==> config.mk <==
export PLATFORM = sky130hd
export DESIGN_NAME = dmem_arbiter
export DESIGN_NICKNAME = d
export VERILOG_FILES = /design/src/rtl/dmem_arbiter_pkg.sv /design/src/rtl/dmem_arbiter.sv
export SDC_FILE = /design/constraint.sdc
export NUM_CORES = 1
export LEC_CHECK = 0
export CELL_PAD_IN_SITES_DETAIL_PLACEMENT = 0
export CELL_PAD_IN_SITES_GLOBAL_PLACEMENT = 2
export CORE_AREA = 4 4 157 83
export DETAILED_ROUTE_END_ITERATION = 7
export DIE_AREA = 0 0 161 87
export GPL_ROUTABILITY_DRIVEN = 0
export GPL_TIMING_DRIVEN = 0
export PLACE_DENSITY_LB_ADDON = 0.1
export SYNTH_ARGS = -nofsm -noshare
export SYNTH_HDL_FRONTEND = slang
export SYNTH_SLANG_ARGS = --single-unit
==> constraint.sdc <==
create_clock -name clock -period 1.85 [get_ports clock]
set_input_delay 0.4625 -clock clock [delete_from_list [all_inputs] [get_ports clock]]
set_output_delay 0.4625 -clock clock [all_outputs]
set_load 0.1 [all_outputs]
==> src/rtl/dmem_arbiter_pkg.sv <==
// rtl/dmem_arbiter_pkg.sv - shared types for the data-memory arbiter
package dmem_arbiter_pkg;

    typedef enum logic [0:0] {
        S_EXEC  = 1'b0,
        S_SPLIT = 1'b1
    } state_t;

    typedef enum logic [1:0] {
        GNT_NONE    = 2'd0,
        GNT_EXEC_RD = 2'd1,
        GNT_EXEC_WR = 2'd2,
        GNT_HOST    = 2'd3
    } gnt_t;

endpackage

==> src/rtl/dmem_arbiter.sv <==
// rtl/dmem_arbiter.sv - exec/host arbiter for the single-port data memory
module dmem_arbiter
    import dmem_arbiter_pkg::*;
#(
    parameter int DMEM_ADDR_WIDTH = 12,
    parameter int DMEM_WORD_WIDTH = 16,
    parameter int HOST_MAX_WAIT   = 4
) (
    input  logic                       clock,
    input  logic                       reset,
    input  logic                       in_exec_rd_req,
    input  logic [DMEM_ADDR_WIDTH-1:0] in_exec_rd_addr,
    input  logic                       in_exec_wr_req,
    input  logic [DMEM_ADDR_WIDTH-1:0] in_exec_wr_addr,
    input  logic [DMEM_WORD_WIDTH-1:0] in_exec_wr_word,
    output logic                       out_stall,
    input  logic                       in_host_req,
    input  logic                       in_host_we,
    input  logic [DMEM_ADDR_WIDTH-1:0] in_host_addr,
    input  logic [DMEM_WORD_WIDTH-1:0] in_host_wr_word,
    output logic                       out_host_ack,
    output logic [DMEM_WORD_WIDTH-1:0] out_host_rd_word,
    output logic [DMEM_ADDR_WIDTH-1:0] out_mem_addr,
    output logic                       out_mem_we,
    output logic [DMEM_WORD_WIDTH-1:0] out_mem_wr_word,
    input  logic [DMEM_WORD_WIDTH-1:0] in_mem_rd_word
);

    localparam int WCW = $clog2(HOST_MAX_WAIT + 1);

    state_t         state;
    state_t         state_nxt;
    logic [WCW-1:0] wait_cnt;
    logic           host_ack;
    logic           host_rd_pend;

    gnt_t           gnt;
    gnt_t           gnt_eff;
    logic           stall_c;
    logic           host_live;
    logic           wait_full;

    // A request still high during its own ack cycle is stale, not a new one.
    assign host_live = in_host_req && !host_ack;
    assign wait_full = (wait_cnt == WCW'(HOST_MAX_WAIT));

    always_comb begin
        gnt       = GNT_NONE;
        stall_c   = 1'b0;
        state_nxt = S_EXEC;
        case (state)
            S_SPLIT: begin
                gnt = GNT_EXEC_RD;
            end
            default: begin
                if (host_live && wait_full) begin
                    gnt     = GNT_HOST;
                    stall_c = in_exec_rd_req || in_exec_wr_req;
                end else if (in_exec_wr_req) begin
                    gnt = GNT_EXEC_WR;
                    if (in_exec_rd_req) begin
                        stall_c   = 1'b1;
                        state_nxt = S_SPLIT;
                    end
                end else if (in_exec_rd_req) begin
                    gnt = GNT_EXEC_RD;
                end else if (host_live) begin
                    gnt = GNT_HOST;
                end
            end
        endcase
    end

    // Outputs are forced quiet for as long as reset is held, not just at the edge.
    assign gnt_eff   = reset ? GNT_NONE : gnt;
    assign out_stall = reset ? 1'b0 : stall_c;

    always_comb begin
        out_mem_addr    = '0;
        out_mem_we      = 1'b0;
        out_mem_wr_word = '0;
        case (gnt_eff)
            GNT_EXEC_RD: begin
                out_mem_addr = in_exec_rd_addr;
            end
            GNT_EXEC_WR: begin
                out_mem_addr    = in_exec_wr_addr;
                out_mem_we      = 1'b1;
                out_mem_wr_word = in_exec_wr_word;
            end
            GNT_HOST: begin
                out_mem_addr = in_host_addr;
                out_mem_we   = in_host_we;
                if (in_host_we) begin
                    out_mem_wr_word = in_host_wr_word;
                end
            end
            default: begin
                out_mem_addr = '0;
            end
        endcase
    end

    always_ff @(posedge clock or posedge reset) begin
        if (reset) begin
            state        <= S_EXEC;
            wait_cnt     <= '0;
            host_ack     <= 1'b0;
            host_rd_pend <= 1'b0;
        end else begin
            state        <= state_nxt;
            host_ack     <= (gnt == GNT_HOST);
            host_rd_pend <= (gnt == GNT_HOST) && !in_host_we;
            if ((gnt == GNT_HOST) || !host_live) begin
                wait_cnt <= '0;
            end else if (!wait_full) begin
                wait_cnt <= wait_cnt + WCW'(1);
            end
        end
    end

    assign out_host_ack     = host_ack;
    assign out_host_rd_word = (host_ack && host_rd_pend) ? in_mem_rd_word : '0;

endmodule
# After elaboration in Yosys (flattened, before gate mapping)
# Cells that the tools add are included.
# word_totals
register_bits	6
output_inout_bits	47
in_bits	90
# op_classes
eq_ne	6
mux	20
n_reduce_logical	9
n_addsub	1
# op_table
op	count
$pmux 12 s3	1
$mux 16	2
$pmux 16 s2	1
$mux 2	6
$mux 1	7
$eq 2x2->1 const B	3
$mux 3	2
$logic_and 1x1->1	4
$add 3x1->3 const B	1
$eq 3x3->1 const B	1
$logic_not 1->1	3
$eq 2x1->1 const B	1
$logic_or 1x1->1	2
$ne 2x1->1 const B	1
$pmux 1 s2	1

# Depth between registers and ports, before layout
# logic_depth
word_depth	10
mapped_depth	7
mapped_depth_nobuf	5

# Least setup slack after synthesis
# No wires, ideal clock.
# synth_path
path_type	register -> output
from	register host_ack, in the netlist out_host_ack
to	output port out_stall
stages_incl_launch_ff	5
path_slack_ns	-2.181
path_buffers	1
t_required_ns	1.387
arrival_time_ns	3.568
cell_sequence	dfrtp_1 -> buf_4 -> and4b_1 -> o21ai_0 -> a21boi_0
# synth_via
elab_chain_len	6
# synth_rtl
item	line_no	source
start, declared	dmem_arbiter.sv:34	logic host_ack;
start signal, assigned	dmem_arbiter.sv:112	host_ack <= (gnt == GNT_HOST);
$logic_not 1->1	dmem_arbiter.sv:44	assign host_live = in_host_req && !host_ack;
$logic_and 1x1->1	dmem_arbiter.sv:44	
$logic_and 1x1->1	dmem_arbiter.sv:56	if (host_live && wait_full) begin
$mux 1	dmem_arbiter.sv:56	
$mux 1	dmem_arbiter.sv:51	case (state)
$mux 1	dmem_arbiter.sv:76	assign out_stall = reset ? 1'b0 : stall_c;
end, declared	dmem_arbiter.sv:16	output logic out_stall,
# Every way passes these cells.

# Final worst setup path
# layout_path
from	register wait_cnt[0]
to	output port out_mem_addr[11]
# layout_via
elab_chain_len	7
word_cells_on_any_way	9
classes_between	eq/ne (4); mux (4); reduce/logical (1)
# layout_rtl
item	line_no	source
start, declared	dmem_arbiter.sv:33	logic [WCW-1:0] wait_cnt;
start signal, assigned	dmem_arbiter.sv:117	wait_cnt <= wait_cnt + WCW'(1);
$eq 3x3->1 (*)	dmem_arbiter.sv:45	assign wait_full = (wait_cnt == WCW'(HOST_MAX_WAIT));
$logic_and 1x1->1 (*)	dmem_arbiter.sv:56	
$mux 2 (*)	dmem_arbiter.sv:56	
$mux 2 (*)	dmem_arbiter.sv:51	
$mux 2 (*)	dmem_arbiter.sv:75	assign gnt_eff = reset ? GNT_NONE : gnt;
$eq 2x2->1 / $eq 2x1->1 (equally long branches)	dmem_arbiter.sv:82	case (gnt_eff)
$pmux 12 s3 (*)	dmem_arbiter.sv:82	
end, declared	dmem_arbiter.sv:23	output logic [DMEM_ADDR_WIDTH-1:0] out_mem_addr,
# Mark *: on every way between the ends. The rest lies on a longest branch, timed or not.

==> results.ini <==
[setup_path]
rr_worst_depth = 4
crit_type = reg2out
setup.worst_path.start_class = register
reg2reg_from = out_host_ack$_DFF_PP0_
rr_endpoint = host_rd_pend$_DFF_PP0_
path_max_fanout = 5
r2r_slack_ns = 0.37
required_ns = 1.39
setup.worst_path.start = wait_cnt[0]$_DFFE_PP0P_
endpoint_kind = output port
arrival_ns = 2.02
endpoint = out_mem_addr[11]

[clocking]
cts_tree = built
cts_max_level = 1
clock-root-buffer = clkbuf_16
clk_path_buf_depth = 2
numCtsBuffers = 3
cts_num_sinks = 6
clkTransAtPathRegs_ns = 0.03
clk_latency_ns = 0.23

[synth]
synth-compound-area-share = 0.427
synthMuxAreaShare = 0
synthSimpleGateAreaFrac = 0.304
synth_xor_xnor_area_share = 0
synth-async-reset-ratio = 1.00
netlist_area_sq_mm = 0.00137
ys_seq_area_frac = 0.109
synth_top_cell_area_share = 0.131
ys_top_cells_by_area = nor3b_1 13%, dfrtp_1 11%, o221ai_2 11%
synth_area_per_cell_sq_um = 7.88
synth_edf_count = 0
syn_inst = 174
synth_adder_area_share = 0.0182
yosysTopAreaCell = nor3b_1
synth_top_family_by_area = compound AO/OA/AOI/OAI gates
ys_ff_latch = 6
synth_cell_type_count = 35
synthFlopType = dfrtp_1
synth_fp_nets = 266
synth_warnings = 0

[power_and_ir_drop]
p_leak_uw = 0.00160
pwr_density_cell_mw_per_mm2 = 413
power_uw = 1710
ir_worst_vdd_mv = 0.246

[timing]
fin_setup_tns_ns = -18.71
setup_viol = 46
maxSlewViolCount = 0
rsz0062_at_grt = true
final.setup.worst_slack_ns = -0.635
fmax_mhz = 402
finalHoldViolations = 0
slew_headroom = 0.608
hold_slack_ns = 0.606
clock_skew_ns = 0.000868
finalCriticalPeriod_ns = 2.49
tightestPinTransition_ns = 0.591
finalCritPeriodShare = 1.34

[routing]
routed_wl_mm = 8.21
route.detailed.drc = 0
vias_per_cell = 4.20
wl_per_cell_um = 16.4
via_count = 2102
route.antenna.remaining_nets = 0
first_iter_violations = 80
first_pass_iters = 4

[global_routing]
grt_pass1_vias = 2269
grt_pass1_wl_mm = 12.7
grt_util_all_layers = 0.113
grt_antenna_before_repair = 0
grt_start_max_net_pins = 11
grt-ovfl-total = 0

[status]
status = complete, but fails checks
violations = negative setup slack

[cells_and_area]
areaGrowthSynthToFinish_pct = 203
nets = 428
final_util = 0.357
diodes = 0
drive_gt1_frac = 0.454

[floorplan]
floorplan.initialDensity = 0.118
coreArea_sq_mm = 0.0116
row_count = 28
num_io_pins = 137
die_h_um = 87
die_area_sq_mm = 0.0140
die_x_um = 161

[flow_run]
maxCapViolCount = 0

[placed_design]
preCtsSetupSlack_ns = -2.04
portBuffers = 135
dp_hpwl_mm = 6.20

[hold_path]
hold_class = in2async

[area by class of cell]
| class | count | area [sq um] |
|---|---|---|
| timing repair buffer | 159 | 2000 |
| tap | 165 | 206 |
| multi-input combinational | 127 | 1450 |
| sequential | 6 | 154 |
| inverter | 16 | 60.1 |
| buffer | 23 | 206 |
| fill | 1198 | 7480 |
| clock buffer | 4 | 78.8 |
[Yosys cell counts, types with 2 or more instances]
master,n
o211ai_1,12
or2b_1,2
a21boi_0,2
o21ai_0,3
nor3_1,2
and3_1,18
buf_6,2
nor2_1,2
buf_2,8
a22o_1,16
nor3b_1,24
dfrtp_1,6
inv_1,16
and4b_1,2
clkbuf_1,9
buf_1,4
o221ai_2,10
o221ai_1,14
nand2_1,4
ha_1,2
a21oi_1,2
[state kept, by name, indices dropped and copies added (netlist names)]
name and count:
wait_cnt 3, state 1, host_rd_pend 1, out_host_ack 1
[through the flow]
stage / cells / instance area [sq um]
final: 500 / 4150
after global routing: 500 / 4150
after CTS: 496 / 4070
after detailed placement: 474 / 3300
after global placement: 474 / 3300
after floorplan: 174 / 1750
[critical path, stage by stage (launching register included)]
cell	delay, ns
dfrtp_1	0.35
inv_2	0.06
ha_4	0.17
and4b_1	0.20
o32a_1	0.37
buf_6	0.15
buf_6	0.11
o221ai_4	0.19
buf_12	0.20
[worst min-delay path by stage]
stage,from,end,slack (ns),depth (start not counted)
6_report,reset,wait_cnt[0]$_DFFE_PP0P_,0.61,3
5_1_grt,in_exec_rd_req,state$_DFF_PP0_,0.64,2
2_1_floorplan,wait_cnt[0]$_DFFE_PP0P_,wait_cnt[0]$_DFFE_PP0P_,0.53,2
3_3_place_gp,wait_cnt[0]$_DFFE_PP0P_,wait_cnt[0]$_DFFE_PP0P_,0.56,2
4_1_cts,reset,wait_cnt[0]$_DFFE_PP0P_,0.62,3
3_5_place_dp,wait_cnt[0]$_DFFE_PP0P_,wait_cnt[0]$_DFFE_PP0P_,0.56,2
[layout by cell type, fill, tap and decap left out, drive strengths merged, types with 2 or more instances in the layout]
| master | instances |
|---|---|
| a22o | 16 |
| o221ai | 24 |
| clkdlybuf4s50 | 85 |
| nand2 | 4 |
| a21boi | 2 |
| clkbuf | 11 |
| nor3 | 2 |
| a21oi | 2 |
| dfrtp | 6 |
| and3 | 18 |
| buf | 88 |
| nor2 | 2 |
| o21ai | 3 |
| ha | 2 |
| o211ai | 12 |
| nor3b | 24 |
| inv | 16 |
| or2b | 2 |
| and4b | 2 |
[report_power, final]
group          switching [uW]  total, uW  internal [uW]
Combinational             652       1200            549
Sequential               7.10        148            141
Clock                    77.2        364            286
Total                     736       1710            977
[kinds of logic (layout without fill, tap and decap cells)]
kind of cell / count (synthesis) / in the layout
buffers and inverters: 41 / 202
adders and majority gates: 2 / 2
AOI/OAI and AO/OA: 63 / 63
DFF: 6 / 6
and+or+nand+nor: 62 / 62
[routing by layer]
metal / routed length [um] / global-route usage
met3: 485 / 0.0241
met4: 103 / 0.0224
met1: 3880 / 0.152
met5: 0 / 0
met2: 3740 / 0.189
[what timing repair did]
item                                   4_1_cts  5_1_grt
pin swaps                                    8       15
setup buffers                               16        6
hold buffers                                 0        0
setup endpoints to repair                   51       46
gates cloned                                 3        1
gates resized for setup                    444       32
endpoints found under the hold margin        0        0
No activity file was read; power rests on OpenSTA's default activity.
